## src/rtl/seg_execute_muldiv_pkg.sv

```systemverilog
`default_nettype none
// ============================================================================
//  Module  : seg_execute_muldiv_pkg
//  Purpose : Shared MIPS execute-stage definitions. Holds the ALU control
//            codes, the multiply/divide opcode encodings, the default
//            datapath width and the multiply/divide FSM state type.
//  Ports   : none (package)
//  Rev     : 1.0  initial release
// ============================================================================
package seg_execute_muldiv_pkg;

  localparam int c_len_default = 32;
  localparam int c_nb_mdop     = 2;

  // ALU control codes used by the main execute ALU
  typedef enum logic [3:0] {
    ALU_AND = 4'b0000,
    ALU_OR  = 4'b0001,
    ALU_ADD = 4'b0010,
    ALU_SUB = 4'b0110,
    ALU_SLT = 4'b0111,
    ALU_NOR = 4'b1100
  } alu_ctrl_e;

  // Multiply/divide unit opcodes
  typedef enum logic [1:0] {
    MDOP_MULT  = 2'b00,
    MDOP_MULTU = 2'b01,
    MDOP_DIV   = 2'b10,
    MDOP_DIVU  = 2'b11
  } mdop_e;

  typedef enum logic [1:0] {
    ST_IDLE = 2'd0,
    ST_RUN  = 2'd1,
    ST_DONE = 2'd2
  } md_state_e;

endpackage
`default_nettype wire

```

## src/rtl/seg_execute_muldiv_if.sv

```systemverilog
`default_nettype none
// ============================================================================
//  Module  : seg_execute_muldiv_if
//  Purpose : Request/result bundle of the multiply/divide unit.
//  Signals : i_start, i_mdop, i_data_a, i_data_b  (request, into the unit)
//            o_busy, o_done, o_hi, o_lo, o_div_zero (status/result, out)
//  Modports: master = requester, slave = multiply/divide unit
//  Rev     : 1.0  initial release
// ============================================================================
interface seg_execute_muldiv_if
  import seg_execute_muldiv_pkg::*;
#(
  parameter int LEN     = c_len_default,
  parameter int NB_MDOP = c_nb_mdop
) ();

  logic               i_start;
  logic [NB_MDOP-1:0] i_mdop;
  logic [LEN-1:0]     i_data_a;
  logic [LEN-1:0]     i_data_b;
  logic               o_busy;
  logic               o_done;
  logic [LEN-1:0]     o_hi;
  logic [LEN-1:0]     o_lo;
  logic               o_div_zero;

  modport master (
    output i_start, i_mdop, i_data_a, i_data_b,
    input  o_busy, o_done, o_hi, o_lo, o_div_zero
  );

  modport slave (
    input  i_start, i_mdop, i_data_a, i_data_b,
    output o_busy, o_done, o_hi, o_lo, o_div_zero
  );

endinterface
`default_nettype wire

```

## src/rtl/seg_execute_muldiv_dp.sv

```systemverilog
`default_nettype none
// ============================================================================
//  Module  : seg_execute_muldiv_dp
//  Purpose : Iterative step datapath of the multiply/divide unit. Holds the
//            working accumulator (hi), the shifting operand (lo) and the
//            multiplicand/divisor magnitude. One shift-add (multiply) or
//            restoring shift-subtract (divide) step per i_step.
//  Ports   : i_clk, i_rst_n        clock, async active-low reset
//            i_load                capture operands (magnitudes + sign flags)
//            i_step                perform one iteration
//            i_mdop, i_data_a/b    operation and raw operands
//            o_fin_hi, o_fin_lo    sign-corrected result of the step in
//                                  progress (valid on the final step)
//  Rev     : 1.0  initial release
// ============================================================================
module seg_execute_muldiv_dp
  import seg_execute_muldiv_pkg::*;
#(
  parameter int LEN     = c_len_default,
  parameter int NB_MDOP = c_nb_mdop
) (
  input  wire logic               i_clk,
  input  wire logic               i_rst_n,
  input  wire logic               i_load,
  input  wire logic               i_step,
  input  wire logic [NB_MDOP-1:0] i_mdop,
  input  wire logic [LEN-1:0]     i_data_a,
  input  wire logic [LEN-1:0]     i_data_b,
  output logic      [LEN-1:0]     o_fin_hi,
  output logic      [LEN-1:0]     o_fin_lo
);

  logic             r_is_div;
  logic             r_neg_lo;
  logic             r_neg_hi;
  logic [LEN-1:0]   r_hi;
  logic [LEN-1:0]   r_lo;
  logic [LEN-1:0]   r_b;

  logic             w_ld_div;
  logic             w_ld_signed;
  logic             w_sgn_a;
  logic             w_sgn_b;
  logic [LEN-1:0]   w_abs_a;
  logic [LEN-1:0]   w_abs_b;

  logic [LEN:0]     w_addend;
  logic [LEN:0]     w_msum;
  logic [LEN:0]     w_shift;
  logic [LEN-1:0]   w_dsub;
  logic             w_ge;
  logic [LEN-1:0]   w_nxt_hi;
  logic [LEN-1:0]   w_nxt_lo;
  logic [2*LEN-1:0] w_prod;
  logic [2*LEN-1:0] w_prod_neg;

  // ---- operand decode at load time ----
  assign w_ld_div    = (i_mdop == NB_MDOP'(MDOP_DIV)) || (i_mdop == NB_MDOP'(MDOP_DIVU));
  assign w_ld_signed = (i_mdop == NB_MDOP'(MDOP_DIV)) || (i_mdop == NB_MDOP'(MDOP_MULT));
  assign w_sgn_a     = w_ld_signed && i_data_a[LEN-1];
  assign w_sgn_b     = w_ld_signed && i_data_b[LEN-1];
  // Magnitude of the most negative value wraps to itself, which is the
  // correct unsigned magnitude.
  assign w_abs_a     = w_sgn_a ? (-i_data_a) : i_data_a;
  assign w_abs_b     = w_sgn_b ? (-i_data_b) : i_data_b;

  // ---- multiply step: add multiplicand when lo[0] is set, shift {hi,lo} right ----
  assign w_addend = r_lo[0] ? {1'b0, r_b} : {(LEN+1){1'b0}};
  assign w_msum   = {1'b0, r_hi} + w_addend;

  // ---- divide step: shift the next dividend bit into the remainder ----
  assign w_shift  = {r_hi, r_lo[LEN-1]};
  assign w_ge     = (w_shift >= {1'b0, r_b});
  // When w_ge holds the difference is below the divisor and fits in LEN bits
  assign w_dsub   = w_shift[LEN-1:0] - r_b;

  always_comb begin
    w_nxt_hi = w_msum[LEN:1];
    w_nxt_lo = {w_msum[0], r_lo[LEN-1:1]};
    if (r_is_div) begin
      w_nxt_hi = w_ge ? w_dsub : w_shift[LEN-1:0];
      w_nxt_lo = {r_lo[LEN-2:0], w_ge};
    end
  end

  // ---- sign fix-up of the value produced by the current step ----
  assign w_prod     = {w_nxt_hi, w_nxt_lo};
  assign w_prod_neg = -w_prod;

  always_comb begin
    o_fin_hi = w_nxt_hi;
    o_fin_lo = w_nxt_lo;
    if (r_is_div) begin
      if (r_neg_lo) o_fin_lo = -w_nxt_lo;
      if (r_neg_hi) o_fin_hi = -w_nxt_hi;
    end else if (r_neg_lo) begin
      o_fin_hi = w_prod_neg[2*LEN-1:LEN];
      o_fin_lo = w_prod_neg[LEN-1:0];
    end
  end

  always_ff @(posedge i_clk or negedge i_rst_n) begin
    if (!i_rst_n) begin
      r_is_div <= 1'b0;
      r_neg_lo <= 1'b0;
      r_neg_hi <= 1'b0;
      r_hi     <= '0;
      r_lo     <= '0;
      r_b      <= '0;
    end else if (i_load) begin
      r_is_div <= w_ld_div;
      // product/quotient negate when signs differ; remainder follows dividend
      r_neg_lo <= w_sgn_a ^ w_sgn_b;
      r_neg_hi <= w_ld_div ? w_sgn_a : (w_sgn_a ^ w_sgn_b);
      r_hi     <= '0;
      r_lo     <= w_abs_a;
      r_b      <= w_abs_b;
    end else if (i_step) begin
      r_hi     <= w_nxt_hi;
      r_lo     <= w_nxt_lo;
    end
  end

endmodule
`default_nettype wire

```

## src/rtl/seg_execute_muldiv.sv

```systemverilog
`default_nettype none
// ============================================================================
//  Module  : seg_execute_muldiv
//  Purpose : Iterative MIPS multiply/divide unit (MULT, MULTU, DIV, DIVU).
//            IDLE -> RUN (LEN steps) -> DONE (one-cycle o_done pulse).
//            Divide by zero bypasses RUN and sets the sticky o_div_zero.
//  Ports   : i_clk     clock, rising edge
//            i_rst_n   asynchronous active-low reset
//            bus       seg_execute_muldiv_if.slave: i_start, i_mdop,
//                      i_data_a, i_data_b in; o_busy, o_done, o_hi, o_lo,
//                      o_div_zero out
//  Rev     : 1.0  initial release
// ============================================================================
module seg_execute_muldiv
  import seg_execute_muldiv_pkg::*;
#(
  parameter int LEN     = c_len_default,
  parameter int NB_MDOP = c_nb_mdop
) (
  input  wire logic            i_clk,
  input  wire logic            i_rst_n,
  seg_execute_muldiv_if.slave  bus
);

  localparam int c_cnt_w = $clog2(LEN + 1);

  md_state_e          r_state;
  md_state_e          w_state_nxt;
  logic [c_cnt_w-1:0] r_cnt;
  logic [LEN-1:0]     r_hi;
  logic [LEN-1:0]     r_lo;
  logic               r_div_zero;

  logic               w_is_div_in;
  logic               w_zero_div;
  logic               w_last;
  logic               w_load;
  logic               w_step;
  logic               w_busy;
  logic               w_done;
  logic [LEN-1:0]     w_fin_hi;
  logic [LEN-1:0]     w_fin_lo;

  assign w_is_div_in = (bus.i_mdop == NB_MDOP'(MDOP_DIV)) || (bus.i_mdop == NB_MDOP'(MDOP_DIVU));
  assign w_zero_div  = w_is_div_in && (bus.i_data_b == '0);
  assign w_last      = (r_cnt == c_cnt_w'(LEN - 1));

  // ---- FSM state register ----
  always_ff @(posedge i_clk or negedge i_rst_n) begin
    if (!i_rst_n) r_state <= ST_IDLE;
    else          r_state <= w_state_nxt;
  end

  // ---- FSM next state and control ----
  always_comb begin
    w_state_nxt = r_state;
    w_load      = 1'b0;
    w_step      = 1'b0;
    w_busy      = 1'b0;
    w_done      = 1'b0;
    case (r_state)
      ST_IDLE: begin
        if (bus.i_start) begin
          w_load      = 1'b1;
          w_state_nxt = w_zero_div ? ST_DONE : ST_RUN;
        end
      end
      ST_RUN: begin
        w_busy = 1'b1;
        w_step = 1'b1;
        if (w_last) w_state_nxt = ST_DONE;
      end
      ST_DONE: begin
        w_busy      = 1'b1;
        w_done      = 1'b1;
        w_state_nxt = ST_IDLE;
      end
      default: w_state_nxt = ST_IDLE;
    endcase
  end

  // ---- step counter and architectural result registers ----
  always_ff @(posedge i_clk or negedge i_rst_n) begin
    if (!i_rst_n) begin
      r_cnt      <= '0;
      r_hi       <= '0;
      r_lo       <= '0;
      r_div_zero <= 1'b0;
    end else begin
      if (w_load) begin
        r_cnt      <= '0;
        r_div_zero <= w_zero_div;
        if (w_zero_div) begin
          r_hi <= bus.i_data_a;
          r_lo <= '1;
        end
      end
      if (w_step) begin
        r_cnt <= r_cnt + 1'b1;
        // results land only on the edge that enters DONE
        if (w_last) begin
          r_hi <= w_fin_hi;
          r_lo <= w_fin_lo;
        end
      end
    end
  end

  seg_execute_muldiv_dp #(
    .LEN     (LEN),
    .NB_MDOP (NB_MDOP)
  ) u_dp (
    .i_clk    (i_clk),
    .i_rst_n  (i_rst_n),
    .i_load   (w_load),
    .i_step   (w_step),
    .i_mdop   (bus.i_mdop),
    .i_data_a (bus.i_data_a),
    .i_data_b (bus.i_data_b),
    .o_fin_hi (w_fin_hi),
    .o_fin_lo (w_fin_lo)
  );

  assign bus.o_busy     = w_busy;
  assign bus.o_done     = w_done;
  assign bus.o_hi       = r_hi;
  assign bus.o_lo       = r_lo;
  assign bus.o_div_zero = r_div_zero;

endmodule
`default_nettype wire

```

## src/flat_wrapper.sv

```systemverilog
// flat-port wrapper written by rule: the top's interface ports become plain ports
module seg_execute_muldiv_flat import seg_execute_muldiv_pkg::*;
#(
  parameter int LEN     = c_len_default,
  parameter int NB_MDOP = c_nb_mdop
)
  (i_clk, i_rst_n, bus_i_start, bus_i_mdop, bus_i_data_a, bus_i_data_b, bus_o_busy, bus_o_done, bus_o_hi, bus_o_lo, bus_o_div_zero);
  seg_execute_muldiv_if #(.LEN(LEN), .NB_MDOP(NB_MDOP)) bus_i ();
  input  wire logic i_clk;
  input  wire logic i_rst_n;
  input wire logic [$bits(bus_i.i_start)-1:0] bus_i_start;
  input wire logic [$bits(bus_i.i_mdop)-1:0] bus_i_mdop;
  input wire logic [$bits(bus_i.i_data_a)-1:0] bus_i_data_a;
  input wire logic [$bits(bus_i.i_data_b)-1:0] bus_i_data_b;
  output wire logic [$bits(bus_i.o_busy)-1:0] bus_o_busy;
  output wire logic [$bits(bus_i.o_done)-1:0] bus_o_done;
  output wire logic [$bits(bus_i.o_hi)-1:0] bus_o_hi;
  output wire logic [$bits(bus_i.o_lo)-1:0] bus_o_lo;
  output wire logic [$bits(bus_i.o_div_zero)-1:0] bus_o_div_zero;
  assign bus_i.i_start = bus_i_start;
  assign bus_i.i_mdop = bus_i_mdop;
  assign bus_i.i_data_a = bus_i_data_a;
  assign bus_i.i_data_b = bus_i_data_b;
  assign bus_o_busy = bus_i.o_busy;
  assign bus_o_done = bus_i.o_done;
  assign bus_o_hi = bus_i.o_hi;
  assign bus_o_lo = bus_i.o_lo;
  assign bus_o_div_zero = bus_i.o_div_zero;
  seg_execute_muldiv #(.LEN(LEN), .NB_MDOP(NB_MDOP)) u_core (.i_clk(i_clk), .i_rst_n(i_rst_n), .bus(bus_i));
endmodule
```

## config.mk

```make
export PLATFORM = sky130hd
export DESIGN_NAME = seg_execute_muldiv_flat
export DESIGN_NICKNAME = d
export VERILOG_FILES = /design/src/rtl/seg_execute_muldiv_pkg.sv /design/src/rtl/seg_execute_muldiv_if.sv /design/src/rtl/seg_execute_muldiv_dp.sv /design/src/rtl/seg_execute_muldiv.sv /design/src/flat_wrapper.sv
export SDC_FILE = /design/constraint.sdc
export NUM_CORES = 1
export LEC_CHECK = 0
export CAP_MARGIN = 20
export CORE_AREA = 2 2 205 207
export DETAILED_ROUTE_END_ITERATION = 8
export DIE_AREA = 0 0 207 209
export GPL_TIMING_DRIVEN = 0
export PLACE_DENSITY_LB_ADDON = 0.1
export SLEW_MARGIN = 5
export SYNTH_ARGS = -nofsm -noshare
export SYNTH_HDL_FRONTEND = slang
export SYNTH_SLANG_ARGS = --single-unit
```

## constraint.sdc

```tcl
create_clock -name i_clk -period 5.8 [get_ports i_clk]
set_input_delay 1.16 -clock i_clk [delete_from_list [all_inputs] [get_ports i_clk]]
set_output_delay 1.16 -clock i_clk [all_outputs]
set_load 0.01 [all_outputs]
```

== Word-level counts from Yosys, hierarchy flattened ==
Cells that the tools add are included.

* Add/subtract/negate cells: 8
* Multipliers: 0
* Divide/modulo/power cells: 0
* Order comparisons: 1
* Eq/ne operators: 7
* Shift-type cells: 0
* Muxes and demuxes: 36
* Bitwise gates (word level): 1
* Reduce and logical (&&, ||, !) cells: 11

{| class="wikitable"
|+ Operator list
! operator !! number
|-
| $mux 32 || 24
|-
| $neg 32->32 || 4
|-
| $neg 64->64 || 1
|-
| $add 32x32->33 || 1
|-
| $ge 33x32->1 || 1
|-
| $logic_not 32->1 || 1
|-
| $sub 32x32->32 || 1
|-
| $mux 6 || 2
|-
| $add 6x1->6 const B || 1
|-
| $eq 2x2->1 const B || 3
|-
| $eq 6x5->1 const B || 1
|-
| $mux 1 || 6
|-
| $mux 2 || 3
|-
| $logic_not 2->1 || 2
|-
| $pmux 2 s2 || 1
|-
| $logic_and 1x1->1 || 3
|-
| $eq 2x1->1 const B || 1
|-
| $logic_or 1x1->1 || 2
|-
| $ne 2x1->1 const B || 1
|-
| $ne 2x2->1 const B || 1
|-
| $reduce_and 2->1 || 1
|-
| $reduce_bool 2->1 || 1
|-
| $reduce_or 2->1 || 1
|-
| $xor 1x1->1 || 1
|}

* Flip-flop bits (word level): 172
* Bits in latches: 0
* Memory bits (writable): 0
* Bits in read-only memories: 0
* Input bits: 69
* Output and inout port bits: 67
* Logic and storage cells: 75
* Memories kept: 0

== Longest topological paths before layout ==
Gate-level depths: netlist of the first run.

* Word-level depth: 8
* Gate-level depth with buffers: 25
* Mapped depth without buffers: 23

== Hierarchy ==
From an unflattened synthesis of the first run, not the netlist that was laid out.

* Cell total of the unflattened synthesis: 2147
* Area, all modules: 16324.4 um2

{| class="wikitable"
|+ By module, submodules not included
! module !! instances !! cells an instance !! area an instance (um2) !! seq. area each (um2)
|-
| seg_execute_muldiv_dp || 1 || 1715 || 12537.0 || 2477.4
|-
| seg_execute_muldiv || 1 || 432 || 3787.4 || 1826.8
|}

== Worst setup path before layout of the first run ==
OpenSTA, ideal clock, no wires.

* Kind: flip-flop to flip-flop
* From: reg u_core.u_dp.r_hi[0]
* To: reg u_core.r_hi[26], in the netlist u_core.bus.o_hi[26]
* Setup time: 137 ps
* Arrival: 5091 ps
* Data required time: 5663 ps
* Setup slack: 572 ps
* Stages on the path, launching flop included: 23
* Path buffers: 1
* Clock period less this slack: 5228 ps
* Cells stage by stage: dfrtp_1 > ha_1 > nor2b_1 > o2111ai_1 > a211oi_2 > o31a_2 > a211oi_2 > buf_4 > a21oi_2 > inv_1 > ha_1 > nor3b_1 > o221ai_1 > or2_2 > nor2_1 > nand3_1 > or4_1 > a21oi_1 > nand4_1 > a2111oi_0 > nor2_1 > xnor2_1 > a21oi_1

* Word-level cells in the longest chain between the ends: 8
* Elaborated cells on any way between the ends: 13
* Classes of those cells: add/sub: 4; order compare: 1; mux: 8

{| class="wikitable"
|+ RTL lines
! item !! line !! source
|-
| from (decl) || seg_execute_muldiv_dp.sv:36 || <nowiki>logic [LEN-1:0] r_hi;</nowiki>
|-
| from (signal assigned) || seg_execute_muldiv_dp.sv:119 || <nowiki>r_hi <= w_nxt_hi;</nowiki>
|-
| $sub 32x32->32 or $ge 33x32->1 (tied branches) || seg_execute_muldiv_dp.sv:75, seg_execute_muldiv_dp.sv:73 ||
|-
| $mux 32 || seg_execute_muldiv_dp.sv:81 || <nowiki>w_nxt_hi = w_ge ? w_dsub : w_shift[LEN-1:0];</nowiki>
|-
| $mux 32 || seg_execute_muldiv_dp.sv:80 || <nowiki>if (r_is_div) begin</nowiki>
|-
| $neg 64->64 or $neg 32->32 (tied branches) || seg_execute_muldiv_dp.sv:88, seg_execute_muldiv_dp.sv:95 ||
|-
| $mux 32 (on tied branches) || seg_execute_muldiv_dp.sv:96, seg_execute_muldiv_dp.sv:95 ||
|-
| $mux 32 * || seg_execute_muldiv_dp.sv:93 || <nowiki>if (r_is_div) begin</nowiki>
|-
| $mux 32 * || seg_execute_muldiv.sv:101 || <nowiki>if (w_last) begin</nowiki>
|-
| $mux 32 * || seg_execute_muldiv.sv:98 || <nowiki>if (w_step) begin</nowiki>
|-
| to (signal assigned) || seg_execute_muldiv.sv:94 || <nowiki>r_hi <= bus.i_data_a;</nowiki>
|-
| to (signal assigned) || seg_execute_muldiv.sv:102 || <nowiki>r_hi <= w_fin_hi;</nowiki>
|-
| to (decl) || seg_execute_muldiv.sv:30 || <nowiki>logic [LEN-1:0] r_hi;</nowiki>
|}

Mark *: on every way between the ends. The rest lies on a longest branch, timed or not.
A chain may end at the register's enable or synchronous reset.

== Worst setup path after layout of the first run ==
* From: reg u_core.u_dp.r_hi[9]
* To: reg u_core.r_hi[8], in the netlist u_core.bus.o_hi[8]

* Word-level cells in the longest chain between the ends: 8
* Elaborated cells on any way between the ends: 12
* Classes of those cells: add/sub: 3; order compare: 1; mux: 8

{| class="wikitable"
|+ RTL lines
! item !! line !! source
|-
| $ge 33x32->1 || seg_execute_muldiv_dp.sv:73 || <nowiki>assign w_ge = (w_shift >= {1'b0, r_b});</nowiki>
|-
| $mux 32 || seg_execute_muldiv_dp.sv:81 ||
|-
| $mux 32 || seg_execute_muldiv_dp.sv:80 ||
|-
| $neg 64->64 or $neg 32->32 (tied branches) || seg_execute_muldiv_dp.sv:88, seg_execute_muldiv_dp.sv:95 ||
|-
| $mux 32 (on tied branches) || seg_execute_muldiv_dp.sv:96, seg_execute_muldiv_dp.sv:95 ||
|-
| $mux 32 * || seg_execute_muldiv_dp.sv:93 ||
|-
| $mux 32 * || seg_execute_muldiv.sv:101 ||
|-
| $mux 32 * || seg_execute_muldiv.sv:98 ||
|}

Marks and branches as above.

==> report_table.html, run 1 <==
<table>
<tr><th>Metric</th><th>Value</th></tr>
<tr><th colspan="2">Placed design</th></tr>
<tr><td>Post-Place Cell Area</td><td>17,900 µm²</td></tr>
<tr><td>GPL Wtd Cong</td><td>0.965</td></tr>
<tr><td>Pre-CTS WS</td><td>-1220 ps</td></tr>
<tr><td>Count of input and output buffers</td><td>135</td></tr>
<tr><td>Half-perimeter wire length of the detailed placement result</td><td>55,100 µm</td></tr>
<tr><th colspan="2">Synth</th></tr>
<tr><td>Compound-Gate Fraction of Synth Area</td><td>25.7%</td></tr>
<tr><td>Main flop type after synthesis</td><td>dfrtp_1</td></tr>
<tr><td>Synthesized net count</td><td>2,217</td></tr>
<tr><td>Yosys reg bits</td><td>172</td></tr>
<tr><td>Combinational family with the most area after synthesis</td><td>compound AO/OA/AOI/OAI gates</td></tr>
<tr><td>Adder and majority gate portion of the synthesized area</td><td>5.95%</td></tr>
<tr><td>Number of flops mapped to enable cells by yosys</td><td>0</td></tr>
<tr><td>Share of synthesized cell area in and, or, nand and nor gates</td><td>23.3%</td></tr>
<tr><td>Average footprint of a synthesized cell</td><td>7.63 µm²</td></tr>
<tr><td>Number of warnings reported in the yosys synthesis log</td><td>0</td></tr>
<tr><td>Proportion of synthesized flip-flops having asynchronous set or reset</td><td>100%</td></tr>
<tr><td>Xor/xnor cell area share of the yosys netlist</td><td>9.08%</td></tr>
<tr><td>Post-synthesis cell count</td><td>2,074</td></tr>
<tr><td>Cell Area, Synth</td><td>15,800 µm²</td></tr>
<tr><td>Multiplexer share of the synthesized area</td><td>4.09%</td></tr>
<tr><td>Synth unique cells</td><td>98</td></tr>
<tr><td>Proportion of synthesized chip area in sequential cells</td><td>27.2%</td></tr>
<tr><th colspan="2">STA</th></tr>
<tr><td>Time the worst path needs with I/O delays and setup</td><td>5680 ps</td></tr>
<tr><td>Final setup violation count</td><td>0</td></tr>
<tr><td>Hold Fails Final Rpt</td><td>0</td></tr>
<tr><td>Final period util</td><td>97.9%</td></tr>
<tr><td>Final Slew Violations</td><td>0</td></tr>
<tr><td>Final worst-path setup slack</td><td>122 ps</td></tr>
<tr><td>Setup repair after global routing missed its margin</td><td>false</td></tr>
<tr><td>Highest clock frequency the design can meet</td><td>176 MHz</td></tr>
<tr><td>Slew at the pin with the worst max-slew slack</td><td>1200 ps</td></tr>
<tr><td>Worst-case headroom to the max-slew limit</td><td>19.7%</td></tr>
<tr><td>Worst clock skew</td><td>10.7 ps</td></tr>
<tr><th colspan="2">Worst setup path</th></tr>
<tr><td>Required time of the critical path</td><td>6200 ps</td></tr>
<tr><td>CP Launch Type</td><td>flip-flop</td></tr>
<tr><td>Worst endpoint data arrival time</td><td>6070 ps</td></tr>
<tr><td>Crit path capture type</td><td>flip-flop</td></tr>
<tr><td>FF-to-FF setup slack</td><td>120 ps</td></tr>
<tr><td>Max FO, Critical Path</td><td>10</td></tr>
<tr><td>Critical setup path kind</td><td>flip-flop to flip-flop</td></tr>
<tr><th colspan="2">Clocking</th></tr>
<tr><td>H-tree levels</td><td>4</td></tr>
<tr><td>Library cell used as clock root buffer</td><td>clkbuf_16</td></tr>
<tr><td>Clock network latency to the later pin of the worst-skew pair</td><td>480 ps</td></tr>
<tr><td>Buffer depth of the longest clock path</td><td>2</td></tr>
<tr><td>TritonCTS clock tree</td><td>yes</td></tr>
<tr><td>Number of CTS-inserted buffers</td><td>17</td></tr>
<tr><td>Post-CTS Hold Fix Bufs</td><td>0</td></tr>
<tr><td>Clk sink count</td><td>172</td></tr>
<tr><td>Worst-path clk slew</td><td>70 ps</td></tr>
<tr><th colspan="2">Floorplanning</th></tr>
<tr><td>Die X</td><td>207 µm</td></tr>
<tr><td>I/O pin total</td><td>136</td></tr>
<tr><td>Total core area</td><td>41,300 µm²</td></tr>
<tr><td>Die outline height</td><td>209 µm</td></tr>
<tr><td>Die Footprint</td><td>43,300 µm²</td></tr>
<tr><td>Number of rows created at floorplan</td><td>75</td></tr>
<tr><td>Starting utilization of the core area</td><td>38.3%</td></tr>
<tr><th colspan="2">Routing</th></tr>
<tr><td>Antenna violation net count after detailed routing</td><td>0</td></tr>
<tr><td>Via density</td><td>5.96</td></tr>
<tr><td>Router iterations before antenna repair</td><td>5</td></tr>
<tr><td>Routed len/inst</td><td>24.5 µm</td></tr>
<tr><td>Number of design rule violations left after detail routing</td><td>0</td></tr>
<tr><td>Number of DRC markers in iteration 0</td><td>1,242</td></tr>
<tr><td>Via Count</td><td>16,700</td></tr>
<tr><td>Total routed wirelength</td><td>68,500 µm</td></tr>
<tr><th colspan="2">Pwr</th></tr>
<tr><td>Power per cell area</td><td>609 nW/µm²</td></tr>
<tr><td>Clock share of power</td><td>10.9%</td></tr>
<tr><td>Internal power summed over all cells</td><td>5.04 mW</td></tr>
<tr><td>Seq pwr share</td><td>16.9%</td></tr>
<tr><td>Sw frac</td><td>56.1%</td></tr>
<tr><td>P_leak</td><td>7.55 nW</td></tr>
<tr><td>Combinational cell fraction of total power</td><td>72.2%</td></tr>
<tr><td>Sw power</td><td>6.46 mW</td></tr>
<tr><td>Worst IR drop on VDD</td><td>0.000269 V</td></tr>
<tr><th colspan="2">Min path</th></tr>
<tr><td>Worst min path class</td><td>flip-flop to flip-flop</td></tr>
<tr><th colspan="2">Global routing</th></tr>
<tr><td>Global-route total usage across every layer</td><td>31.5%</td></tr>
<tr><td>Via count of the first global-routing pass</td><td>16,500</td></tr>
<tr><td>Pin count of the biggest net entering global routing</td><td>108</td></tr>
<tr><td>First-pass GRT wire length</td><td>103,000 µm</td></tr>
<tr><td>Total congestion overflow</td><td>0</td></tr>
<tr><td>Initial antenna violation count</td><td>1</td></tr>
<tr><th colspan="2">Layout</th></tr>
<tr><td>Final instance area</td><td>18,900 µm²</td></tr>
<tr><td>Layout cell share with drive strength beyond 1</td><td>7.14%</td></tr>
<tr><td>Total Nets Final</td><td>2,384</td></tr>
<tr><td>Area growth from synthesis to layout</td><td>19.4%</td></tr>
<tr><th colspan="2">Job</th></tr>
<tr><td>Max-capacitance violation count</td><td>0</td></tr>
<tr><th colspan="2">Run status</th></tr>
<tr><td>Status</td><td>finished clean</td></tr>
</table>
## worst paths after layout
path / cells after the start / start / to
setup / recovery: 23 / u_core.u_dp.r_hi[9] / u_core.bus.o_hi[8]
hold / removal: 2 / u_core.bus.o_div_zero / u_core.bus.o_div_zero
setup reg to reg: 23 / u_core.u_dp.r_hi[9] / u_core.bus.o_hi[8]
hold reg to reg: 2 / u_core.bus.o_div_zero / u_core.bus.o_div_zero
max in group asynchronous: 2 / i_rst_n / u_core.u_dp.r_lo[0]
min in group asynchronous: 1 / i_rst_n / u_core.bus.o_lo[28]
## final cells by class
class / count / area, µm²
diodes: 1 / 2.50
clock buffers: 21 / 470
plain buffers: 121 / 554
well taps: 539 / 674
flip-flops and latches: 172 / 4310
inverters: 65 / 244
repair buffers: 149 / 1480
fillers: 4318 / 22400
clock inverters: 11 / 133
multi-input cells: 1715 / 11000
## cell families (layout without fill, tap and decap cells)
group | count (synthesis) | in the layout
muxes | 64 | 64
DFF | 172 | 172
and+or+nand+nor | 784 | 784
xor gates and xnor gates | 164 | 164
buffers and inverters | 187 | 367
adders and majority gates | 74 | 74
other | 0 | 1
AOI/OAI and AO/OA | 629 | 629
## through the flow
stage | TNS [ps] | power, mW | instances | hold slack [ps] | utilization, %
floorplan | 0 | 7.21 | 2074 | 463 | -
global placement | -750270 | 9.71 | 2748 | 462 | 43.2
detailed placement | -41640 | 9.75 | 2749 | 473 | 43.3
CTS | 0 | 11.2 | 2787 | 490 | 45.3
global route | 0 | 12.3 | 2793 | 531 | 45.8
finish | 0 | 11.5 | 2794 | 480 | 45.8
## cells in the final DEF (no fill, tap or decap), drive strengths merged, types with 7 or more instances in the layout
cell / synthesis / final
nor2b: 11 / 11
nand2b: 18 / 18
clkbuf: 84 / 108
o41ai: 9 / 9
a211oi: 23 / 23
nor2: 164 / 164
o211ai: 54 / 54
inv: 63 / 67
nor4: 12 / 12
o21ai: 198 / 198
ha: 72 / 72
a2111oi: 9 / 9
or4: 11 / 11
or3: 22 / 22
o21a: 16 / 16
dfrtp: 172 / 172
xor2: 65 / 65
a21o: 18 / 18
mux2i: 62 / 62
a21oi: 147 / 147
buf: 38 / 45
o2111ai: 7 / 7
xnor2: 99 / 99
clkdlybuf4s50: 0 / 134
and2: 44 / 44
o31ai: 26 / 26
o211a: 7 / 7
nand2: 309 / 309
a31oi: 37 / 37
nand4: 18 / 18
and3: 23 / 23
or2: 7 / 7
nand3: 46 / 46
nor3: 81 / 81
## routing by layer
layer,part of all wire (%),vias up,track usage [%],wire length (µm)
met2,48,621,53.7,32700
met4,5.2,2,16.1,3560
met1,41,8052,39.5,28300
met5,0.019,-,0,13
li1,-,7824,-,-
met3,5.8,152,3.65,3950
## worst max-delay path, cell delays in order (launching register included)
cell and delay, ps:
dfrtp_2 460, ha_1 330, buf_4 190, and4_1 230
and3_1 230, a32oi_2 280, o31ai_4 150, a211oi_4 300
buf_6 160, a21oi_4 120, inv_2 90, ha_2 200
nor3b_4 200, o221ai_2 120, or2_4 300, nor2_4 140
nand3_4 130, or4_4 610, or2_2 330, o21ai_1 190
o21ai_0 130, xnor2_1 390, nor2_1 130, a31oi_1 180
## flip-flops by register name, indices dropped and copies added, names as in the netlist
name / cells
u_core.u_dp.r_is_div: 1
u_core.u_dp.r_b: 32
u_core.r_state: 2
u_core.bus.o_hi: 32
u_core.u_dp.r_neg_hi: 1
u_core.u_dp.r_neg_lo: 1
u_core.bus.o_lo: 32
u_core.bus.o_div_zero: 1
u_core.u_dp.r_hi: 32
u_core.u_dp.r_lo: 32
u_core.r_cnt: 6
## power groups by stage
stage                     clock network (mW)  logic [mW]  registers [mW]
after floorplan                            0        5.43            1.78
after global placement                     0        7.77            1.94
after detailed placement                   0        7.81            1.94
after CTS                               1.26        8.01            1.92
after global routing                    1.30        8.98            1.99
final                                   1.25        8.30            1.94
## repair_timing
item | CTS | global route
endpoints found under the setup margin | 68 | 48
buffers inserted | 6 | 6
pin swaps | 9 | 13
resized for setup | 44 | 36
## Yosys cell counts (all sizes together), types with 54 or more instances
cell type / instances / share of area [%]
nor3: 81 / 2.6
xnor2: 99 / 5.5
mux2i: 62 / 3.9
a21oi: 147 / 4.7
xor2: 65 / 3.6
dfrtp: 172 / 27
nor2: 164 / 3.9
nand2: 309 / 7.3
ha: 72 / 5.7
inv: 63 / 1.5
o21ai: 198 / 6.3
clkbuf: 84 / 2.0
o211ai: 54 / 2.6
No activity file was read; power rests on OpenSTA's default activity.
==> run 2: changes to the inputs <==
CAP_MARGIN = default   (was 20)
==> run 2 against run 1 <==
Die area did not move. First-iteration DRC count rose by 2.5%. Non-clock buffer count fell by 1. Via count rose by 0.47%. Total power rose by 0.12%. Cell count barely moved. Clock skew barely moved. Sequential power barely moved. Sequential share of layout area barely moved. Critical path type unchanged.
==> report_table.html, run 2 (same netlist as run 1, synthesis figures left out) <==
<table>
<tr><th>Metric</th><th>Value</th></tr>
<tr><th colspan="2">Pwr</th></tr>
<tr><td>Total Power Consumption</td><td>11.5 mW (about the same)</td></tr>
<tr><td>Combinational cell fraction of total power</td><td>72.2% (about the same)</td></tr>
<tr><td>Sw frac</td><td>56.2% (was 56.1%)</td></tr>
<tr><td>Internal power summed over all cells</td><td>5.04 mW (about the same)</td></tr>
<tr><td>Clock share of power</td><td>10.9% (about the same)</td></tr>
<tr><td>Worst IR drop on VDD</td><td>0.000270 V (was 0.000269 V)</td></tr>
<tr><td>P_leak</td><td>7.55 nW (about the same)</td></tr>
<tr><td>Power per cell area</td><td>609 nW/µm² (about the same)</td></tr>
<tr><td>Sw power</td><td>6.47 mW (was 6.46 mW)</td></tr>
<tr><td>Seq pwr share</td><td>16.9% (about the same)</td></tr>
<tr><th colspan="2">Run status</th></tr>
<tr><td>Status</td><td>finished clean (unchanged)</td></tr>
<tr><th colspan="2">Routing</th></tr>
<tr><td>Total routed wirelength</td><td>68,600 µm (was 68,500 µm)</td></tr>
<tr><td>Via density</td><td>5.99 (was 5.96)</td></tr>
<tr><td>Via Count</td><td>16,700 (about the same)</td></tr>
<tr><td>Number of DRC markers in iteration 0</td><td>1,273 (was 1,242)</td></tr>
<tr><td>Antenna violation net count after detailed routing</td><td>0 (unchanged)</td></tr>
<tr><td>Routed len/inst</td><td>24.6 µm (was 24.5 µm)</td></tr>
<tr><td>Number of design rule violations left after detail routing</td><td>0 (unchanged)</td></tr>
<tr><td>Router iterations before antenna repair</td><td>5 (unchanged)</td></tr>
<tr><th colspan="2">Floorplanning</th></tr>
<tr><td>Die outline height</td><td>209 µm (unchanged)</td></tr>
<tr><td>Total core area</td><td>41,300 µm² (unchanged)</td></tr>
<tr><td>Starting utilization of the core area</td><td>38.3% (unchanged)</td></tr>
<tr><td>Number of rows created at floorplan</td><td>75 (unchanged)</td></tr>
<tr><td>I/O pin total</td><td>136 (unchanged)</td></tr>
<tr><td>Die X</td><td>207 µm (unchanged)</td></tr>
<tr><td>Die Footprint</td><td>43,300 µm² (unchanged)</td></tr>
<tr><th colspan="2">Layout</th></tr>
<tr><td>Commonest non-fill, non-tap cell in the layout</td><td>nand2_1 (unchanged)</td></tr>
<tr><td>Total Nets Final</td><td>2,383 (was 2,384)</td></tr>
<tr><td>Layout cell share with drive strength beyond 1</td><td>7.10% (was 7.14%)</td></tr>
<tr><td>Util after Layout</td><td>45.8% (about the same)</td></tr>
<tr><td>Area growth from synthesis to layout</td><td>19.4% (about the same)</td></tr>
<tr><td>Final instance area</td><td>18,900 µm² (about the same)</td></tr>
<tr><td>Top library cells by usage in the layout, fill and taps aside</td><td>nand2_1 (309), o21ai_0 (194), dfrtp_1 (166), nor2_1 (163), a21oi_1 (139) (unchanged)</td></tr>
<tr><td>Fill cell count</td><td>4,319 (was 4,318)</td></tr>
<tr><th colspan="2">Global routing</th></tr>
<tr><td>Via count of the first global-routing pass</td><td>16,500 (unchanged)</td></tr>
<tr><td>Initial antenna violation count</td><td>1 (unchanged)</td></tr>
<tr><td>Total congestion overflow</td><td>0 (unchanged)</td></tr>
<tr><td>Pin count of the biggest net entering global routing</td><td>108 (unchanged)</td></tr>
<tr><td>Global-route total usage across every layer</td><td>31.5% (unchanged)</td></tr>
<tr><td>First-pass GRT wire length</td><td>103,000 µm (unchanged)</td></tr>
<tr><th colspan="2">STA</th></tr>
<tr><td>Highest clock frequency the design can meet</td><td>175 MHz (was 176 MHz)</td></tr>
<tr><td>Final setup violation count</td><td>0 (unchanged)</td></tr>
<tr><td>Fin Hold WS</td><td>480 ps (about the same)</td></tr>
<tr><td>Setup repair after global routing missed its margin</td><td>false (unchanged)</td></tr>
<tr><td>Worst-case headroom to the max-slew limit</td><td>21.2% (was 19.7%)</td></tr>
<tr><td>Hold Fails Final Rpt</td><td>0 (unchanged)</td></tr>
<tr><td>Final period util</td><td>98.7% (was 97.9%)</td></tr>
<tr><td>Slew at the pin with the worst max-slew slack</td><td>1180 ps (was 1200 ps)</td></tr>
<tr><td>Final Slew Violations</td><td>0 (unchanged)</td></tr>
<tr><td>Worst clock skew</td><td>10.7 ps (about the same)</td></tr>
<tr><td>Time the worst path needs with I/O delays and setup</td><td>5730 ps (was 5680 ps)</td></tr>
<tr><th colspan="2">Worst setup path</th></tr>
<tr><td>Crit path capture type</td><td>flip-flop (unchanged)</td></tr>
<tr><td>CP Buf/Inv Count</td><td>9 (was 3)</td></tr>
<tr><td>Critical path cell sequence</td><td>buf_2 &gt; buf_2 &gt; buf_2 &gt; clkbuf_2 &gt; clkbuf_2 &gt; clkbuf_1 &gt; clkbuf_1 &gt; clkdlybuf4s15_2 &gt; clkdlybuf4s15_2 &gt; o21ai_0 &gt; xor2_1 &gt; nor2_1 &gt; a31oi_1 (was ha_1 &gt; buf_4 &gt; and4_1 &gt; and3_1 &gt; a32oi_2 &gt; o31ai_4 &gt; a211oi_4 &gt; buf_6 &gt; a21oi_4 &gt; inv_2 &gt; ha_2 &gt; nor3b_4 &gt; o221ai_2 &gt; or2_4 &gt; nor2_4 &gt; nand3_4 &gt; or4_4 &gt; or2_2 &gt; o21ai_1 &gt; o21ai_0 &gt; xnor2_1 &gt; nor2_1 &gt; a31oi_1)</td></tr>
<tr><td>CP Launch Type</td><td>flip-flop (unchanged)</td></tr>
<tr><td>Required time of the critical path</td><td>6130 ps (was 6200 ps)</td></tr>
<tr><td>Worst endpoint data arrival time</td><td>6060 ps (was 6070 ps)</td></tr>
<tr><td>Worst-path cell with the longest stage delay</td><td>clkbuf_1 (was or4_4)</td></tr>
<tr><td>Max FO, Critical Path</td><td>10 (unchanged)</td></tr>
<tr><td>Critical setup path kind</td><td>flip-flop to flip-flop (unchanged)</td></tr>
<tr><td>Cell type with the highest occurrence count on the critical path</td><td>buf_2</td></tr>
<tr><td>Longest individual stage delay on the worst path</td><td>690 ps (was 610 ps)</td></tr>
<tr><td>Kind of cell adding the most delay to the critical path</td><td>buffers and inverters (was simple AND/OR/NAND/NOR gates)</td></tr>
<tr><th colspan="2">Clocking</th></tr>
<tr><td>Buffer depth of the longest clock path</td><td>2 (unchanged)</td></tr>
<tr><td>Library cell used as clock root buffer</td><td>clkbuf_16 (unchanged)</td></tr>
<tr><td>H-tree levels</td><td>4 (unchanged)</td></tr>
<tr><td>Number of CTS-inserted buffers</td><td>17 (unchanged)</td></tr>
<tr><td>Clock network latency to the later pin of the worst-skew pair</td><td>480 ps (about the same)</td></tr>
<tr><td>TritonCTS clock tree</td><td>yes (unchanged)</td></tr>
<tr><td>Post-CTS Hold Fix Bufs</td><td>0 (unchanged)</td></tr>
<tr><td>Clk sink count</td><td>172 (unchanged)</td></tr>
<tr><td>Worst-path clk slew</td><td>70 ps (about the same)</td></tr>
<tr><th colspan="2">Placed design</th></tr>
<tr><td>Post-Place Cell Area</td><td>17,900 µm² (unchanged)</td></tr>
<tr><td>Half-perimeter wire length of the detailed placement result</td><td>55,100 µm (unchanged)</td></tr>
<tr><td>Count of input and output buffers</td><td>135 (unchanged)</td></tr>
<tr><td>GPL Wtd Cong</td><td>0.965 (unchanged)</td></tr>
<tr><th colspan="2">Min path</th></tr>
<tr><td>Worst min path class</td><td>flip-flop to flip-flop (unchanged)</td></tr>
<tr><th colspan="2">Job</th></tr>
<tr><td>Max-capacitance violation count</td><td>0 (unchanged)</td></tr>
</table>
[run 2: cell count changes in the layout (fill, tap and decap cells not counted)]
cell,before,now
buf_2,16,15
[run 2: tightest hold or removal path, stage by stage, from the launching register on]
cell and delay, ps:
dfrtp_1 350, nand2_1 50, nand2_1 50
[run 2: per-layer routing]
metal	GRT usage (%)	up-vias	wire, µm
met2	53.7	655	32600
met1	39.5	8094	28400
met3	3.65	157	3890
met5	0	-	13
li1	-	7821	-
met4	16.1	2	3680
[run 2: final timing paths]
kind | start | endpoint | slack [ps] | cells after the start
min in group asynchronous | i_rst_n | u_core.bus.o_lo[28] | 640 | 1
max in group asynchronous | i_rst_n | u_core.u_dp.r_lo[0] | 4180 | 2
max reg2reg | u_core.u_dp.r_is_div | u_core.bus.o_hi[4] | 70 | 13
min | u_core.bus.o_div_zero | u_core.bus.o_div_zero | 480 | 2
min reg2reg | u_core.bus.o_div_zero | u_core.bus.o_div_zero | 480 | 2
max | u_core.u_dp.r_is_div | u_core.bus.o_hi[4] | 70 | 13
[run 2: final cells by class]
| cell class | instances | area, µm² | share of cell area (%) |
|---|---|---|---|
| multi-input combinational | 1715 | 11000 | 58.4 |
| sequential | 172 | 4310 | 22.8 |
| timing repair buffer | 148 | 1470 | 7.80 |
| tap | 539 | 674 | 3.57 |
| buffer | 121 | 554 | 2.93 |
| clock buffer | 21 | 470 | 2.49 |
| inverter | 65 | 244 | 1.29 |
| clock inverter | 11 | 133 | 0.702 |
| antenna | 1 | 2.50 | 0.0132 |
[run 2: metrics by stage]
step | setup TNS (ps) | std cells | setup slack, ps
6_report | 0 | 2793 | 74.1
5_1_grt | 0 | 2792 | 7.04
4_1_cts | 0 | 2787 | 17.4
3_5_place_dp | -41640 | 2749 | -1220
3_3_place_gp | -750270 | 2748 | -4160
2_1_floorplan | 0 | 2074 | 572
[run 2: power by group through the flow]
stage | combinational [mW] | sequential (mW) | clock, mW
after floorplan | 5.43 | 1.78 | 0
after global placement | 7.77 | 1.94 | 0
after detailed placement | 7.81 | 1.94 | 0
after CTS | 8.01 | 1.92 | 1.26
after global routing | 8.98 | 1.99 | 1.30
final | 8.32 | 1.94 | 1.25
[run 2: timing repair]
item	CTS	global route
buffers inserted	6	6
resized for setup	44	36
endpoints found under the hold margin	0	0
pin swaps	9	13
setup endpoints to repair	68	48
gates cloned	0	0
==> run 3: changes to the inputs <==
CTS_BUF_LIST = sky130_fd_sc_hd__clkbuf_16   (was default)
GPL_ROUTABILITY_DRIVEN = 0   (was default)
==> run 3 against run 2 <==
Clock-buffer cell count is 4 lower. First-iteration DRC count is 25% higher. Clock power is 3% higher. Combinational power is 1% lower. Sequential share of layout area hardly changed. Setup slack better by 1.7 ps. Non-clock buffer count stayed put. Register-to-register slack hardly changed. Hold slack better by 7.0 ps. Critical endpoint unchanged. Highest routed layer is now met4.
==> report_table.html, run 3 (same netlist as run 1, synthesis figures left out) <==
<table>
<tr><th>Metric</th><th>Value</th></tr>
<tr><th colspan="2">Pwr</th></tr>
<tr><td>Total Power Consumption</td><td>11.4 mW (was 11.5 mW)</td></tr>
<tr><td>Worst IR drop on VDD</td><td>0.000271 V (was 0.000270 V)</td></tr>
<tr><td>P_leak</td><td>7.54 nW (was 7.55 nW)</td></tr>
<tr><td>Power per cell area</td><td>606 nW/µm² (was 609 nW/µm²)</td></tr>
<tr><th colspan="2">STA</th></tr>
<tr><td>Post-route setup TNS</td><td>0 ps (unchanged)</td></tr>
<tr><td>Worst clock skew</td><td>16.0 ps (was 10.7 ps)</td></tr>
<tr><td>Final Slew Violations</td><td>0 (unchanged)</td></tr>
<tr><td>Final period util</td><td>98.7% (about the same)</td></tr>
<tr><td>Highest clock frequency the design can meet</td><td>175 MHz (about the same)</td></tr>
<tr><td>Hold Fails Final Rpt</td><td>0 (unchanged)</td></tr>
<tr><td>Worst-case headroom to the max-slew limit</td><td>16.7% (was 21.2%)</td></tr>
<tr><td>Final setup violation count</td><td>0 (unchanged)</td></tr>
<tr><td>Fin Hold WS</td><td>487 ps (was 480 ps)</td></tr>
<tr><td>Time the worst path needs with I/O delays and setup</td><td>5720 ps (was 5730 ps)</td></tr>
<tr><td>Slew at the pin with the worst max-slew slack</td><td>1230 ps (was 1180 ps)</td></tr>
<tr><th colspan="2">Routing</th></tr>
<tr><td>Uppermost layer routed</td><td>met4 (was met5)</td></tr>
<tr><td>Total routed wirelength</td><td>66,400 µm (was 68,600 µm)</td></tr>
<tr><td>Routed len/inst</td><td>23.8 µm (was 24.6 µm)</td></tr>
<tr><td>Routed wire length on met3</td><td>4770 µm (was 3890 µm)</td></tr>
<tr><td>Number of design rule violations left after detail routing</td><td>0 (unchanged)</td></tr>
<tr><td>Via Count</td><td>16,900 (was 16,700)</td></tr>
<tr><td>Number of DRC markers in iteration 0</td><td>1,595 (was 1,273)</td></tr>
<tr><td>Met1 Routed Length</td><td>27,100 µm (was 28,400 µm)</td></tr>
<tr><td>WL met2</td><td>31,300 µm (was 32,600 µm)</td></tr>
<tr><td>Router iterations before antenna repair</td><td>6 (was 5)</td></tr>
<tr><td>Antenna violation net count after detailed routing</td><td>0 (unchanged)</td></tr>
<tr><td>Via density</td><td>6.05 (was 5.99)</td></tr>
<tr><th colspan="2">Worst setup path</th></tr>
<tr><td>CP Launch Type</td><td>flip-flop (unchanged)</td></tr>
<tr><td>Max FO, Critical Path</td><td>10 (unchanged)</td></tr>
<tr><td>Terminus of the critical flop-to-flop path</td><td>u_core.bus.o_hi[4] (unchanged)</td></tr>
<tr><td>FF-to-FF setup slack</td><td>80 ps (was 70 ps)</td></tr>
<tr><td>Crit path capture type</td><td>flip-flop (unchanged)</td></tr>
<tr><td>Worst endpoint data arrival time</td><td>6110 ps (was 6060 ps)</td></tr>
<tr><td>Crit Reg-Reg Startpoint</td><td>u_core.u_dp.r_is_div (unchanged)</td></tr>
<tr><td>Critical setup path kind</td><td>flip-flop to flip-flop (unchanged)</td></tr>
<tr><td>Cell count of the worst reg-to-reg path</td><td>14 (was 13)</td></tr>
<tr><td>Required time of the critical path</td><td>6190 ps (was 6130 ps)</td></tr>
<tr><th colspan="2">Global routing</th></tr>
<tr><td>Global-route total usage across every layer</td><td>30.3% (was 31.5%)</td></tr>
<tr><td>Pin count of the biggest net entering global routing</td><td>97 (was 108)</td></tr>
<tr><td>Initial antenna violation count</td><td>1 (unchanged)</td></tr>
<tr><td>First-pass GRT wire length</td><td>100,000 µm (was 103,000 µm)</td></tr>
<tr><td>Total congestion overflow</td><td>0 (unchanged)</td></tr>
<tr><td>Via count of the first global-routing pass</td><td>16,300 (was 16,500)</td></tr>
<tr><th colspan="2">Floorplanning</th></tr>
<tr><td>Starting utilization of the core area</td><td>38.3% (unchanged)</td></tr>
<tr><td>Die X</td><td>207 µm (unchanged)</td></tr>
<tr><td>Number of rows created at floorplan</td><td>75 (unchanged)</td></tr>
<tr><td>Die Footprint</td><td>43,300 µm² (unchanged)</td></tr>
<tr><td>Die outline height</td><td>209 µm (unchanged)</td></tr>
<tr><td>I/O pin total</td><td>136 (unchanged)</td></tr>
<tr><td>Total core area</td><td>41,300 µm² (unchanged)</td></tr>
<tr><th colspan="2">Clocking</th></tr>
<tr><td>Clock network latency to the later pin of the worst-skew pair</td><td>470 ps (was 480 ps)</td></tr>
<tr><td>Clk sink count</td><td>172 (unchanged)</td></tr>
<tr><td>H-tree levels</td><td>4 (unchanged)</td></tr>
<tr><td>Library cell used as clock root buffer</td><td>clkbuf_16 (unchanged)</td></tr>
<tr><td>Worst-path clk slew</td><td>80 ps (was 70 ps)</td></tr>
<tr><td>TritonCTS clock tree</td><td>yes (unchanged)</td></tr>
<tr><td>Buffer depth of the longest clock path</td><td>2 (unchanged)</td></tr>
<tr><td>Number of CTS-inserted buffers</td><td>17 (unchanged)</td></tr>
<tr><th colspan="2">Placed design</th></tr>
<tr><td>Count of input and output buffers</td><td>135 (unchanged)</td></tr>
<tr><td>Post-Place Cell Area</td><td>17,900 µm² (unchanged)</td></tr>
<tr><td>Placed insts</td><td>2,749 (unchanged)</td></tr>
<tr><td>Half-perimeter wire length of the detailed placement result</td><td>52,900 µm (was 55,100 µm)</td></tr>
<tr><th colspan="2">Min path</th></tr>
<tr><td>Endpoint of the worst hold path</td><td>u_core.bus.o_div_zero (unchanged)</td></tr>
<tr><td>Worst min path class</td><td>flip-flop to flip-flop (unchanged)</td></tr>
<tr><td>Worst Min Path Start</td><td>u_core.bus.o_div_zero (unchanged)</td></tr>
<tr><td>Number of cells traversed by the worst hold path</td><td>2 (unchanged)</td></tr>
<tr><th colspan="2">Layout</th></tr>
<tr><td>Final instance area</td><td>18,900 µm² (about the same)</td></tr>
<tr><td>Top library cells by usage in the layout, fill and taps aside</td><td>nand2_1 (309), o21ai_0 (195), dfrtp_1 (167), nor2_1 (163), a21oi_1 (139) (was nand2_1 (309), o21ai_0 (194), dfrtp_1 (166), nor2_1 (163), a21oi_1 (139))</td></tr>
<tr><td>Commonest non-fill, non-tap cell in the layout</td><td>nand2_1 (unchanged)</td></tr>
<tr><td>Layout cell share with drive strength beyond 1</td><td>6.79% (was 7.10%)</td></tr>
<tr><td>Post-layout instance count excluding filler cells</td><td>2,795 (was 2,793)</td></tr>
<tr><td>Fill cell count</td><td>4,288 (was 4,319)</td></tr>
<tr><td>Storage element area</td><td>4310 µm² (about the same)</td></tr>
<tr><td>Area growth from synthesis to layout</td><td>19.3% (was 19.4%)</td></tr>
<tr><td>Total Nets Final</td><td>2,383 (unchanged)</td></tr>
<tr><td>Combined area of the multi-input logic cells</td><td>11,000 µm² (about the same)</td></tr>
<tr><th colspan="2">Job</th></tr>
<tr><td>Max-capacitance violation count</td><td>0 (unchanged)</td></tr>
<tr><th colspan="2">Run status</th></tr>
<tr><td>Status</td><td>finished clean (unchanged)</td></tr>
</table>
run 3: cell types whose count changed in the layout (fill, tap and decap cells not counted), sizes merged, moves of 2 or more:
cell    delta
buf        +3
inv        +5
diode      +2
clkinv     -2
clkbuf     -6
run 3: routing by layer:
metal	GRT usage, %	up-vias
li1	-	7818
met5	0	-
met2	50.9	777
met3	4.31	167
met1	38.0	8145
met4	15.3	0
run 3: final cells by class:
type / instances / area share (%)
Antenna cell: 3 / 0.0398
Buffer: 120 / 2.84
Clock buffer: 17 / 2.25
Clock inverter: 15 / 1.05
Inverter: 65 / 1.29
Multi-Input combinational cell: 1715 / 58.3
Sequential cell: 172 / 22.8
Tap cell: 539 / 3.57
Timing Repair Buffer: 149 / 7.85
run 3: worst max-delay path: stages (launching register included):
cell and delay [ps]:
dfrtp_1 320, buf_2 340, buf_2 420, buf_2 380, clkbuf_2 410, clkbuf_2 440
clkbuf_1 580, clkbuf_1 620, clkdlybuf4s15_1 750, clkbuf_2 510, o211ai_1 150, o21ai_0 150
xor2_1 230, nor2_1 130, a31oi_1 190
run 3: worst max-delay path by stage:
stage	from	endpoint	slack [ps]
2_1_floorplan	u_core.u_dp.r_hi[0]	u_core.bus.o_hi[26]	570
3_3_place_gp	i_rst_n	u_core.u_dp.r_b[30]	-4120
3_5_place_dp	u_core.u_dp.r_hi[23]	u_core.bus.o_hi[26]	-1170
4_1_cts	u_core.u_dp.r_hi[11]	u_core.bus.o_hi[24]	0.5
5_1_grt	u_core.u_dp.r_hi[9]	u_core.bus.o_hi[14]	-10
6_report	u_core.u_dp.r_is_div	u_core.bus.o_hi[4]	80
run 3: timing repair:
item	CTS	global route
hold buffers	0	0
endpoints found under the setup margin	66	64
buffers inserted	6	7
pin swaps	7	12
resized for setup	32	33
run 3: stage by stage:
stage	setup slack, ps	utilization (%)
detailed placement	-1170	43.3
global placement	-4120	43.2
finish	75.8	45.7
CTS	0.489	45.3
floorplan	572	-
global route	-14.7	45.7
run 3: power by group:
part	total [mW]	internal, mW	leakage, nW	switching, mW
combinational	8.22	2.81	5.16	5.41
clock	1.29	0.695	0.303	0.593
sequential	1.93	1.52	2.08	0.413
==> edit, RTL diff (flow settings as in run 3) <==
Set the package constant `c_nb_mdop` to 4 (it was 2).
--- a/src/rtl/seg_execute_muldiv_pkg.sv
+++ b/src/rtl/seg_execute_muldiv_pkg.sv
@@ -10,7 +10,7 @@
 package seg_execute_muldiv_pkg;
 
   localparam int c_len_default = 32;
-  localparam int c_nb_mdop     = 2;
+  localparam int c_nb_mdop     = 4;
 
   // ALU control codes used by the main execute ALU
   typedef enum logic [3:0] {
Interface: changed (resized bus_i_mdop); port bits go from 136 to 138. The function was not compared with the original's and may differ.
==> edit against run 3 <==
The run now ends with max-capacitance violations left. Final cell count is 1.1% lower. Area after synthesis is 2.0% higher. Synthesized cell count is 1.1% lower. Clock power is 10% lower. Setup slack better by 0.073 ns. Cell area is 0.21% higher. Sequential cell count stayed put. Die area stayed put. Total power is 2.5% lower. Hold slack worse by 0.0040 ns. Routed wire length is 4.3% lower.
==> edit: results (changes against run 3) <==
Internal cell power -> 4.948 mW (-1.6%)
Gate count after technology mapping -> 2,051 (-1.1%)
Cell count of the worst reg-to-reg path -> 21 (+7)
Detailed Place HPWL -> 51.75 mm (-2.2%)
Placed standard-cell area -> 18,210 um^2 (+1.8%)
Max rail drop VDD -> 289.0 uV (+6.7%)
Status -> finished, violations left
Setup slack on the worst flop-to-flop path -> 0.15 ns (+0.07 ns)
Net total in the final layout -> 2,357 (-1.1%)
DRC marker count from the first detailed-route iteration -> 1,157 (-27%)
Crit-path slowest cell -> sky130_fd_sc_hd__dfrtp_1
Met1 wire length -> 26.57 mm (-1.8%)
Post-Layout Cell Count -> 2,763 (-1.1%)
Seq. pwr -> 1.98 mW (+3%)
Commonest cells in the synthesized netlist -> 237 x sky130_fd_sc_hd__nand2_1, 172 x sky130_fd_sc_hd__dfrtp_1, 171 x sky130_fd_sc_hd__a21oi_1
Proportion of synthesized area in mux cells -> 5.313% (+1.2 points)
Largest stage delay, worst path -> 0.58 ns (-0.17 ns)
Hold slack final -> 0.4832 ns (-0.003955 ns)
Total instance count after detailed placement -> 2,727 (-0.80%)
Violations in the final reports -> max-capacitance violations
First drt pass iteration count -> 5 (-1)
Launching element of the worst setup path -> u_core.u_dp.r_lo[31]
Resized cells post-CTS -> 17 (-47%)
Number of max-cap violations -> 1 (+1)
Via count normalized by instance count -> 5.936 (-1.9%)
Family with the most delay on the worst path -> simple AND/OR/NAND/NOR gates
Tmin final -> 5.652 ns (-0.07267 ns)
N_diodes -> 0 (-3)
Synth Area in Compound Gates -> 26.43% (+0.78 points)
First-pass GRT wire length -> 96.60 mm (-3.5%)
Number of I/O port buffers -> 136 (+0.74%)
Leak -> 7.379 nW (-2.2%)
Transition time at the pin with the least slew margin -> 1.467 ns (+0.2371 ns)
Setup repair bufs after CTS -> 1 (-5)
Total global routing track utilization -> 29.10% (-1.2 points)
Synthesized-area fraction occupied by adder cells -> 5.832% (-0.11 points)
## edit: cell types whose count changed in the layout (fill, tap and decap cells not counted), sizes merged, moves of 8 or more
cell | before | now
a21o | 18 | 26
nand4 | 18 | 33
nor2b | 11 | 28
and3 | 23 | 9
nand3 | 46 | 36
nand2 | 309 | 237
nor2 | 164 | 148
o21ai | 198 | 173
a211oi | 23 | 38
xnor2 | 99 | 87
a21oi | 147 | 174
mux2i | 62 | 80
a41oi | 1 | 9
## edit: routing by layer
metal  vias to the layer above  GRT usage, %
met5                         -             0
met4                         0         14.56
met3                       126         4.073
met2                       594         48.82
met1                      7879         36.69
li1                       7802             -
## edit: cell type report
cell class,count,area (um^2)
Tap cell,539,674.4
Fill cell,4237,22370
Inverter,73,274.0
Sequential cell,172,4307
Buffer,127,631.9
Multi-Input combinational cell,1677,11030
Clock buffer,17,425.4
Timing Repair Buffer,144,1446
Clock inverter,14,130.1
